$ cat config.mk
export PLATFORM = sky130hd
export DESIGN_NAME = sfp_aurora_axis_framer_flat
export DESIGN_NICKNAME = d
export VERILOG_FILES = /design/src/rtl/sfp_aurora_pkg.sv /design/src/rtl/sfp_aurora_axis_framer_if.sv /design/src/rtl/sfp_aurora_rx_assembler.sv /design/src/rtl/sfp_aurora_axis_framer.sv /design/src/flat_wrapper.sv
export SDC_FILE = /design/constraint.sdc
export NUM_CORES = 1
export LEC_CHECK = 0
export CORE_MARGIN = 3
export CORE_UTILIZATION = 45
export CTS_CLUSTER_SIZE = 12
export DETAILED_ROUTE_END_ITERATION = 12
export PLACE_DENSITY_LB_ADDON = 0.25
export SLEW_MARGIN = 20
export SYNTH_ARGS = -nofsm -noshare
export SYNTH_HDL_FRONTEND = slang
export SYNTH_SLANG_ARGS = --single-unit
$ cat constraint.sdc
create_clock -name i_clk -period 9 [get_ports i_clk]
set_clock_uncertainty 0.2 [all_clocks]
set_input_delay 1.8 -clock i_clk [delete_from_list [all_inputs] [get_ports i_clk]]
set_output_delay 1.8 -clock i_clk [all_outputs]
set_load 0.03 [all_outputs]
$ cat src/rtl/sfp_aurora_pkg.sv
// Shared types and helpers for the Aurora-side AXIS framer: TX state encoding,
// beat-index sizing and the bit offset of a beat inside the stream word.
package sfp_aurora_pkg;

  typedef enum logic [1:0] {
    TX_IDLE,
    TX_SEND,
    TX_DONE
  } tx_state_e;

  // Beat counters never shrink below one bit, even for degenerate beat counts.
  function automatic int beat_idx_width(input int beats);
    return (beats > 1) ? $clog2(beats) : 1;
  endfunction

  // Beat k occupies stream bits [(k+1)*w-1 : k*w]; beat 0 holds the LSBs.
  function automatic int beat_lsb(input int k, input int w);
    return k * w;
  endfunction

endpackage

$ cat src/rtl/sfp_aurora_axis_framer_if.sv
// AXI4-Stream beat bundle shared by the Aurora TX and RX user interfaces.
interface sfp_aurora_axis_framer_if #(
  parameter int C_AXIS_TDATA_WIDTH = 64
);

  logic [C_AXIS_TDATA_WIDTH-1:0]   tdata;
  logic [C_AXIS_TDATA_WIDTH/8-1:0] tkeep;
  logic                            tvalid;
  logic                            tlast;
  logic                            tready;

  modport master (
    output tdata,
    output tkeep,
    output tvalid,
    output tlast,
    input  tready
  );

  modport slave (
    input  tdata,
    input  tkeep,
    input  tvalid,
    input  tlast,
    output tready
  );

endinterface

$ cat src/rtl/sfp_aurora_rx_assembler.sv
// Reassembles a fixed-length Aurora RX AXIS frame into one stream word and
// flags frames whose length does not match the expected beat count.
module sfp_aurora_rx_assembler
  import sfp_aurora_pkg::*;
#(
  parameter int C_AXIS_TDATA_WIDTH = 64,
  parameter int C_BEATS            = 3,
  localparam int C_DATA_BIT        = C_AXIS_TDATA_WIDTH * C_BEATS
) (
  input  logic                          i_clk,
  input  logic                          i_rst,
  input  logic                          i_channel_up,
  sfp_aurora_axis_framer_if.slave       s_axis,
  output logic [C_DATA_BIT-1:0]         o_rx_stream_data,
  output logic                          o_rx_end_flag,
  output logic                          o_rx_len_err
);

  localparam int                IDX_W    = beat_idx_width(C_BEATS);
  localparam logic [IDX_W-1:0]  LAST_IDX = IDX_W'(C_BEATS - 1);

  logic [IDX_W-1:0]      cnt;
  logic                  dropping;
  logic [C_DATA_BIT-1:0] shadow;
  logic [C_DATA_BIT-1:0] next_word;

  // The Aurora RX user interface has no backpressure.
  assign s_axis.tready = 1'b1;

  // NOTE: every variable gets a default at the top of always_comb so no path leaves it unassigned (no latch).
  always_comb begin
    next_word = shadow;
    next_word[beat_lsb(int'(cnt), C_AXIS_TDATA_WIDTH) +: C_AXIS_TDATA_WIDTH] = s_axis.tdata;
  end

  // NOTE: the shadow buffer is pure datapath and is fully rewritten before use, so it has no reset.
  always_ff @(posedge i_clk) begin
    if (s_axis.tvalid && !dropping) begin
      shadow <= next_word;
    end
  end

  // NOTE: state registers use non-blocking assignments so every flop samples pre-edge values.
  always_ff @(posedge i_clk) begin
    if (i_rst) begin
      cnt              <= '0;
      dropping         <= 1'b0;
      o_rx_stream_data <= '0;
      o_rx_end_flag    <= 1'b0;
      o_rx_len_err     <= 1'b0;
    end else begin
      o_rx_end_flag <= 1'b0;
      o_rx_len_err  <= 1'b0;

      if (!i_channel_up) begin
        // Channel loss silently discards any partial frame.
        cnt      <= '0;
        dropping <= 1'b0;
      end else if (s_axis.tvalid) begin
        if (dropping) begin
          if (s_axis.tlast) begin
            dropping <= 1'b0;
          end
        end else if (s_axis.tlast) begin
          if (cnt == LAST_IDX) begin
            o_rx_stream_data <= next_word;
            o_rx_end_flag    <= 1'b1;
          end else begin
            o_rx_len_err <= 1'b1;
          end
          cnt <= '0;
        end else if (cnt == LAST_IDX) begin
          // Overlong frame: report once, then swallow beats up to its tlast.
          o_rx_len_err <= 1'b1;
          dropping     <= 1'b1;
          cnt          <= '0;
        end else begin
          cnt <= cnt + IDX_W'(1);
        end
      end
    end
  end

endmodule

$ cat src/rtl/sfp_aurora_axis_framer.sv
// Bridges the SFP data handler (stream word + flags) to the Aurora 64B/66B AXIS
// user interface: TX serialises one word per start edge, RX reassembles frames.
module sfp_aurora_axis_framer
  import sfp_aurora_pkg::*;
#(
  parameter int C_AXIS_TDATA_WIDTH = 64,
  parameter int C_NUMBER_OF_SLAVE  = 3,
  parameter int C_NUMBER_OF_FRAME  = 1,
  localparam int C_BEATS           = C_NUMBER_OF_SLAVE * C_NUMBER_OF_FRAME,
  localparam int C_DATA_BIT        = C_AXIS_TDATA_WIDTH * C_BEATS
) (
  input  logic                    i_clk,
  input  logic                    i_rst,
  input  logic                    i_channel_up,
  input  logic                    i_tx_start_flag,
  input  logic [C_DATA_BIT-1:0]   i_tx_stream_data,
  output logic                    o_tx_busy,
  output logic                    o_tx_done,
  output logic                    o_tx_abort,
  sfp_aurora_axis_framer_if.master m_axis_tx,
  sfp_aurora_axis_framer_if.slave  s_axis_rx,
  output logic [C_DATA_BIT-1:0]   o_rx_stream_data,
  output logic                    o_rx_end_flag,
  output logic                    o_rx_len_err
);

  localparam int                IDX_W    = beat_idx_width(C_BEATS);
  localparam int                KEEP_W   = C_AXIS_TDATA_WIDTH / 8;
  localparam logic [IDX_W-1:0]  LAST_IDX = IDX_W'(C_BEATS - 1);

  tx_state_e             state;
  logic [IDX_W-1:0]      beat_idx;
  logic [IDX_W-1:0]      next_idx;
  logic [C_DATA_BIT-1:0] tx_word;
  logic                  start_d;
  logic                  start_edge;

  assign start_edge = i_tx_start_flag && !start_d;
  assign next_idx   = beat_idx + IDX_W'(1);

  // Partial beats are never produced, so keep simply mirrors valid.
  assign m_axis_tx.tkeep = {KEEP_W{m_axis_tx.tvalid}};

  always_ff @(posedge i_clk) begin
    if (i_rst) begin
      state            <= TX_IDLE;
      beat_idx         <= '0;
      tx_word          <= '0;
      start_d          <= 1'b0;
      o_tx_busy        <= 1'b0;
      o_tx_done        <= 1'b0;
      o_tx_abort       <= 1'b0;
      m_axis_tx.tdata  <= '0;
      m_axis_tx.tvalid <= 1'b0;
      m_axis_tx.tlast  <= 1'b0;
    end else begin
      // The edge detector keeps tracking in every state so a held level never retriggers.
      start_d    <= i_tx_start_flag;
      o_tx_done  <= 1'b0;
      o_tx_abort <= 1'b0;

      unique case (state)
        TX_IDLE: begin
          if (start_edge && i_channel_up) begin
            tx_word          <= i_tx_stream_data;
            beat_idx         <= '0;
            m_axis_tx.tdata  <= i_tx_stream_data[C_AXIS_TDATA_WIDTH-1:0];
            m_axis_tx.tvalid <= 1'b1;
            m_axis_tx.tlast  <= (C_BEATS == 1);
            o_tx_busy        <= 1'b1;
            state            <= TX_SEND;
          end
        end

        TX_SEND: begin
          if (!i_channel_up) begin
            m_axis_tx.tvalid <= 1'b0;
            m_axis_tx.tlast  <= 1'b0;
            o_tx_abort       <= 1'b1;
            o_tx_busy        <= 1'b0;
            state            <= TX_IDLE;
          end else if (m_axis_tx.tready) begin
            if (beat_idx == LAST_IDX) begin
              m_axis_tx.tvalid <= 1'b0;
              m_axis_tx.tlast  <= 1'b0;
              o_tx_done        <= 1'b1;
              o_tx_busy        <= 1'b0;
              state            <= TX_DONE;
            end else begin
              beat_idx         <= next_idx;
              m_axis_tx.tdata  <= tx_word[beat_lsb(int'(next_idx), C_AXIS_TDATA_WIDTH) +: C_AXIS_TDATA_WIDTH];
              m_axis_tx.tlast  <= (next_idx == LAST_IDX);
            end
          end
        end

        TX_DONE: begin
          state <= TX_IDLE;
        end

        default: begin
          state <= TX_IDLE;
        end
      endcase
    end
  end

  sfp_aurora_rx_assembler #(
    .C_AXIS_TDATA_WIDTH (C_AXIS_TDATA_WIDTH),
    .C_BEATS            (C_BEATS)
  ) u_rx_assembler (
    .i_clk            (i_clk),
    .i_rst            (i_rst),
    .i_channel_up     (i_channel_up),
    .s_axis           (s_axis_rx),
    .o_rx_stream_data (o_rx_stream_data),
    .o_rx_end_flag    (o_rx_end_flag),
    .o_rx_len_err     (o_rx_len_err)
  );

endmodule

$ cat src/flat_wrapper.sv
// flat-port wrapper written by rule: the top's interface ports become plain ports
module sfp_aurora_axis_framer_flat import sfp_aurora_pkg::*;
#(
  parameter int C_AXIS_TDATA_WIDTH = 64,
  parameter int C_NUMBER_OF_SLAVE  = 3,
  parameter int C_NUMBER_OF_FRAME  = 1,
  localparam int C_BEATS           = C_NUMBER_OF_SLAVE * C_NUMBER_OF_FRAME,
  localparam int C_DATA_BIT        = C_AXIS_TDATA_WIDTH * C_BEATS
)
  (i_clk, i_rst, i_channel_up, i_tx_start_flag, i_tx_stream_data, o_tx_busy, o_tx_done, o_tx_abort, o_rx_stream_data, o_rx_end_flag, o_rx_len_err, m_axis_tx_tdata, m_axis_tx_tkeep, m_axis_tx_tvalid, m_axis_tx_tlast, m_axis_tx_tready, s_axis_rx_tdata, s_axis_rx_tkeep, s_axis_rx_tvalid, s_axis_rx_tlast, s_axis_rx_tready);
  sfp_aurora_axis_framer_if #(.C_AXIS_TDATA_WIDTH(C_AXIS_TDATA_WIDTH)) m_axis_tx_i ();
  sfp_aurora_axis_framer_if #(.C_AXIS_TDATA_WIDTH(C_AXIS_TDATA_WIDTH)) s_axis_rx_i ();
  input  logic i_clk;
  input  logic i_rst;
  input  logic i_channel_up;
  input  logic i_tx_start_flag;
  input  logic [C_DATA_BIT-1:0] i_tx_stream_data;
  output logic o_tx_busy;
  output logic o_tx_done;
  output logic o_tx_abort;
  output logic [C_DATA_BIT-1:0] o_rx_stream_data;
  output logic o_rx_end_flag;
  output logic o_rx_len_err;
  output wire logic [$bits(m_axis_tx_i.tdata)-1:0] m_axis_tx_tdata;
  output wire logic [$bits(m_axis_tx_i.tkeep)-1:0] m_axis_tx_tkeep;
  output wire logic [$bits(m_axis_tx_i.tvalid)-1:0] m_axis_tx_tvalid;
  output wire logic [$bits(m_axis_tx_i.tlast)-1:0] m_axis_tx_tlast;
  input wire logic [$bits(m_axis_tx_i.tready)-1:0] m_axis_tx_tready;
  input wire logic [$bits(s_axis_rx_i.tdata)-1:0] s_axis_rx_tdata;
  input wire logic [$bits(s_axis_rx_i.tkeep)-1:0] s_axis_rx_tkeep;
  input wire logic [$bits(s_axis_rx_i.tvalid)-1:0] s_axis_rx_tvalid;
  input wire logic [$bits(s_axis_rx_i.tlast)-1:0] s_axis_rx_tlast;
  output wire logic [$bits(s_axis_rx_i.tready)-1:0] s_axis_rx_tready;
  assign m_axis_tx_tdata = m_axis_tx_i.tdata;
  assign m_axis_tx_tkeep = m_axis_tx_i.tkeep;
  assign m_axis_tx_tvalid = m_axis_tx_i.tvalid;
  assign m_axis_tx_tlast = m_axis_tx_i.tlast;
  assign m_axis_tx_i.tready = m_axis_tx_tready;
  assign s_axis_rx_i.tdata = s_axis_rx_tdata;
  assign s_axis_rx_i.tkeep = s_axis_rx_tkeep;
  assign s_axis_rx_i.tvalid = s_axis_rx_tvalid;
  assign s_axis_rx_i.tlast = s_axis_rx_tlast;
  assign s_axis_rx_tready = s_axis_rx_i.tready;
  sfp_aurora_axis_framer #(.C_AXIS_TDATA_WIDTH(C_AXIS_TDATA_WIDTH), .C_NUMBER_OF_SLAVE(C_NUMBER_OF_SLAVE), .C_NUMBER_OF_FRAME(C_NUMBER_OF_FRAME)) u_core (.i_clk(i_clk), .i_rst(i_rst), .i_channel_up(i_channel_up), .i_tx_start_flag(i_tx_start_flag), .i_tx_stream_data(i_tx_stream_data), .o_tx_busy(o_tx_busy), .o_tx_done(o_tx_done), .o_tx_abort(o_tx_abort), .m_axis_tx(m_axis_tx_i), .s_axis_rx(s_axis_rx_i), .o_rx_stream_data(o_rx_stream_data), .o_rx_end_flag(o_rx_end_flag), .o_rx_len_err(o_rx_len_err));
endmodule
# Word-level counts from Yosys, hierarchy flattened

Cells that the tools add are included.

Output and inout bits: 272
Register bits after elaboration: 654
Word-level logic and storage cells: 92
Bits of input ports: 271

Equality and inequality tests: 10
Reduce and logical (&&, ||, !) cells: 19
Multiplexer cells: 36
Shifts and indexed selects: 3
Bitwise operators: 6
Add/subtract/negate cells: 3

Operators by type and width:

| cell                                                    | count |
|---|---|
| two-way mux 64 bit                                      | 4 |
| bitwise mux 192 bit                                     | 1 |
| variable shift 64 x 33 -> 192 bit, first input constant | 1 |
| variable part select 192 x 9 -> 64 bit                  | 1 |
| variable part select 64 x 33 -> 192 bit                 | 1 |
| one-hot mux 64 bit (2 select lines)                     | 1 |
| negator 8 -> 33 bit                                     | 1 |
| two-way mux 2 bit                                       | 10 |
| two-way mux 1 bit                                       | 16 |
| AND reduction 5 bit                                     | 2 |
| one-hot mux 2 bit (2 select lines)                      | 2 |
| OR reduction 4 bit                                      | 2 |
| equality test 2 bit, second input constant              | 3 |
| != test 2 bit, second input constant                    | 3 |
| inverter 1 bit                                          | 6 |
| AND reduction 3 bit                                     | 2 |
| OR reduction 5 bit                                      | 1 |
| adder 2 x 1 -> 2 bit, second input constant             | 2 |
| one-hot mux 1 bit (2 select lines)                      | 2 |
| AND reduction 2 bit                                     | 2 |
| AND reduction 4 bit                                     | 1 |
| OR reduction 2 bit                                      | 2 |
| logical AND 1 bit                                       | 3 |
| != test 3 x 2 -> 1 bit, second input constant           | 1 |
| other kinds (6)                                         | 7 |

# Longest topological paths before layout

Word-level depth: 6
Mapped depth: 10
Depth with buffers taken out: 6

# Modules after synthesis

From an unflattened synthesis, not the netlist that was laid out.

Cells, all modules: 2855
Area, all modules: 27142.3 um^2

Modules (own cells, without submodules):

| module                  | area each (um^2) | cells an instance | sequential area each (um^2) | times used |
|---|---|---|---|---|
| sfp_aurora_rx_assembler | 16160.5          | 1530              | 9709.3                      | 1 |
| sfp_aurora_axis_framer  | 10981.8          | 1325              | 5305.1                      | 1 |

# Worst setup path after synthesis

Ideal clock, no wire load.

Kind: input -> register
Start: input port s_axis_rx_tvalid
End: register u_core.u_rx_assembler.shadow[0] (enable)
Library setup time: 0.545 ns
Stages on the path: 2
Buffers on the path: 0
Data required time: 8.255 ns
Slack: 2.601 ns
Arrival: 5.654 ns
Cells stage by stage: nand2b_1 -> inv_1

Word-level cells in the longest chain between the ends: 1

Ends and longest elaborated chain:

| element                | RTL line                      | text |
|---|---|---|
| start: declaration     | flat_wrapper.sv:31            | `input wire logic [$bits(s_axis_rx_i.tvalid)-1:0] s_axis_rx_tvalid;` |
| logical AND 1 bit      | sfp_aurora_rx_assembler.sv:38 | `if (s_axis.tvalid && !dropping) begin` |
| end signal: assignment | sfp_aurora_rx_assembler.sv:39 | `shadow <= next_word;` |
| end: declaration       | sfp_aurora_rx_assembler.sv:24 | `logic [C_DATA_BIT-1:0] shadow;` |

No other way between the ends.
A chain may end at the register's enable or synchronous reset.

# Worst setup path after layout

Start: input port i_channel_up
End: register u_core.u_rx_assembler.o_rx_stream_data[43]

Word-level cells in the longest chain between the ends: 1

Ends and longest elaborated chain:

| element                       | RTL line                      | text |
|---|---|---|
| start: declaration            | flat_wrapper.sv:15            | `input logic i_channel_up;` |
| AND reduction 5 bit (no line) | --                            |  |
| end signal: assignment        | sfp_aurora_rx_assembler.sv:66 | `o_rx_stream_data <= next_word;` |
| end: declaration              | sfp_aurora_rx_assembler.sv:14 | `output logic [C_DATA_BIT-1:0] o_rx_stream_data,` |

No other way between the ends.

==> out/metrics.cfg <==
[grt]
grt_pass1_wl_mm=128.6
grt_pass1_vias=21740
grt_antenna_before_repair=28
grt_overflow=0
grt_max_degree=258
track_usage_pct=25.77

[route]
vias_per_cell=5.775
wl_per_cell_um=21.79
dr.pass1.iters=5
routed_wl_mm=84.95
drc=0
num_vias=22520
drtIter0Drc=1784
ant_nets=0

[floorplan]
die_w_um=251.0
fp-row-count=89
dieArea_um2=62980
ios=543
core_um2=59240
start_util_pct=45.58
die_y_um=251.0

[critical_path]
path_cells=clkdlybuf4s50_1 -> nand3_1 -> nor2_4 -> buf_4 -> nor2_1 -> nor3_1
endpoint_kind=register
worst-endpoint-required_ns=9.30
critPathArrivalTime_ns=5.19
startpoint_type=input port
crit_fanout=88
criticalPathCategory=in -> reg
slowest_stage=buf_4
max_stage_delay_ns=0.95

[timing]
maxSlewHeadroom_pct=27.04
setup_viol=0
drv_slew=0
holdWs_ns=0.2512
fin_ws_ns=4.110
finalHoldViolCount=0
rsz0062_at_grt=no
fmax_ghz=0.2045
finalCritPeriodShare_pct=54.33
finalCriticalPeriod_ns=4.890
tightest_slew_ns=1.094
setup-tns-final_ns=0

[power]
combPwrFrac_pct=9.0
p_int_mw=5.149
vdd_ir_drop_max_mv=0.1525
leakagePower_nw=12.26
power.density_nw_per_um2=192.7
power_mw=6.723
switching_share_pct=23.40
power_switching_mw=1.573
seq_power_share_pct=48.0
p_clk_share_pct=43.0

[yosys]
syn_avg_cell_area_um2=10.05
synthCells=2686
synth_seq_area_share_pct=55.60
yosysWarnings=0
synth_edf_count=192
ys_top_cells_by_area=dfxtp_1 (34%), edfxtp_1 (21%), nand2_1 (5.4%), a21oi_1 (4.9%), a22o_1 (3.7%)
yosysMostFrequentCell=dfxtp_1
syn-num-nets=2965
yosys.area.top_type_share_pct=34.25
ys.flop_type=dfxtp_1
synthArstFlopShare_pct=0
synth-seq-cells=654
synth.distinct_cells=39
synth.top_cells.by_count=dfxtp_1 (462), nand2_1 (390), a21oi_1 (262)
yosysTopAreaCell=dfxtp_1
synth_area_um2=27000

[placement]
placed_cell_area_um2=32480
gp_congestion=0.8804
port_buffers=533
place_ws_ns=3.514
dp_hpwl_mm=52.25
dp_cells=3752

[final_layout]
fin_nets=3334
drive_above_1_share_pct=9.079
area_growth_pct=29.18
postLayoutCoreUtil_pct=58.88
final_cells=3899
num-fill-cells=4943
final_area_um2=34880

[clock_tree]
clockBufferDepth=3
insertion_delay_ns=0.59
cts-hold-fix-buffers=0
root_buffer=clkbuf_16
clk_pin_slew_ns=0.06
cts_tree=yes
cts_resized=0
postCtsSetupBuffers=0
cts_buffers=72
htreeDepth=3
cts_num_sinks=654

[flow_run]
maxCapViolCount=0

[hold_path]
worstHoldPathType=reg -> reg

[outcome]
status=finished, final reports clean

-- cells by family after synthesis --
family | count (synthesis) | synth area share [%]
AOI/OAI and AO/OA | 825 | 23.57
and+or+nand+nor | 760 | 12.01
DFF | 654 | 55.60
buffers and inverters | 372 | 5.690
muxes | 66 | 2.743
adders and majority gates | 8 | 0.3707
other | 1 | 0.01389
-- worst max-delay path, delay by kind of cell --
kind | cells | cell delay [ns]
AND/OR/NAND/NOR | 4 | 1.46
buffers and inverters | 2 | 1.84
-- flip-flops by register name, indices dropped and copies added, names as in the netlist --
| signal | cells |
|---|---|
| u_core.o_tx_abort | 1 |
| u_core.m_axis_tx.tdata | 64 |
| u_core.state | 2 |
| u_core.o_tx_done | 1 |
| u_core.u_rx_assembler.cnt | 2 |
| u_core.start_d | 1 |
| u_core.m_axis_tx.tvalid | 1 |
| u_core.u_rx_assembler.o_rx_stream_data | 192 |
| u_core.u_rx_assembler.dropping | 1 |
| u_core.beat_idx | 2 |
| u_core.u_rx_assembler.shadow | 192 |
| u_core.tx_word | 192 |
| u_core.u_rx_assembler.o_rx_end_flag | 1 |
| u_core.u_rx_assembler.o_rx_len_err | 1 |
| u_core.m_axis_tx.tlast | 1 |
-- final cells by class --
cell class                 count  area, um^2  area share, %
clock inverter                12       128.9         0.3695
antenna                       20       50.05         0.1435
multi-input combinational   1660       10530          30.18
inverter                     108       417.9          1.198
tap                          773       967.2          2.773
sequential                   654       15020          43.05
timing repair buffer         559        5605          16.07
clock buffer                 113        2170          6.220
-- power by group through the flow --
stage               Sequential, mW  Clock (mW)  Combinational [mW]
finish                        3.23        2.89               0.604
detailed placement            3.29           0               0.596
global placement              3.28           0               0.588
CTS                           3.22        2.95               0.600
floorplan                     3.31           0               0.301
global route                  3.24        3.05               0.646
-- worst paths after layout --
path / slack, ns / cells after the start / endpoint / startpoint
setup / recovery: 4.11 / 6 / u_core.u_rx_assembler.o_rx_stream_data[43] / i_channel_up
hold reg to reg: 0.25 / 2 / u_core.tx_word[133] / u_core.tx_word[133]
hold / removal: 0.25 / 2 / u_core.tx_word[133] / u_core.tx_word[133]
setup reg to reg: 5.24 / 7 / u_core.u_rx_assembler.o_rx_stream_data[14] / u_core.u_rx_assembler.cnt[0]
-- placed cells by master (no fill, tap or decap), drive strengths merged, types with 65 or more instances in the layout --
master         synthesis  layout
dfxtp                462     462
inv                  108     108
nand2b                68      68
a221oi               111     111
nor3                 136     136
nand2                390     390
o21ai                 65      65
a21oi                262     262
nor2                 153     153
clkbuf               195     113
edfxtp               192     192
clkdlybuf4s50          0     532
a22o                 175     175
-- routing by layer --
layer | part of all wire (%) | vias to the layer above | GRT usage (%)
met4 | 3.4 | 18 | 9.398
met1 | 41 | 10980 | 33.10
met3 | 8.8 | 164 | 7.852
li1 | - | 10450 | -
met5 | 0.14 | - | 0
met2 | 47 | 898 | 41.32
No activity file was read; power rests on OpenSTA's default activity.
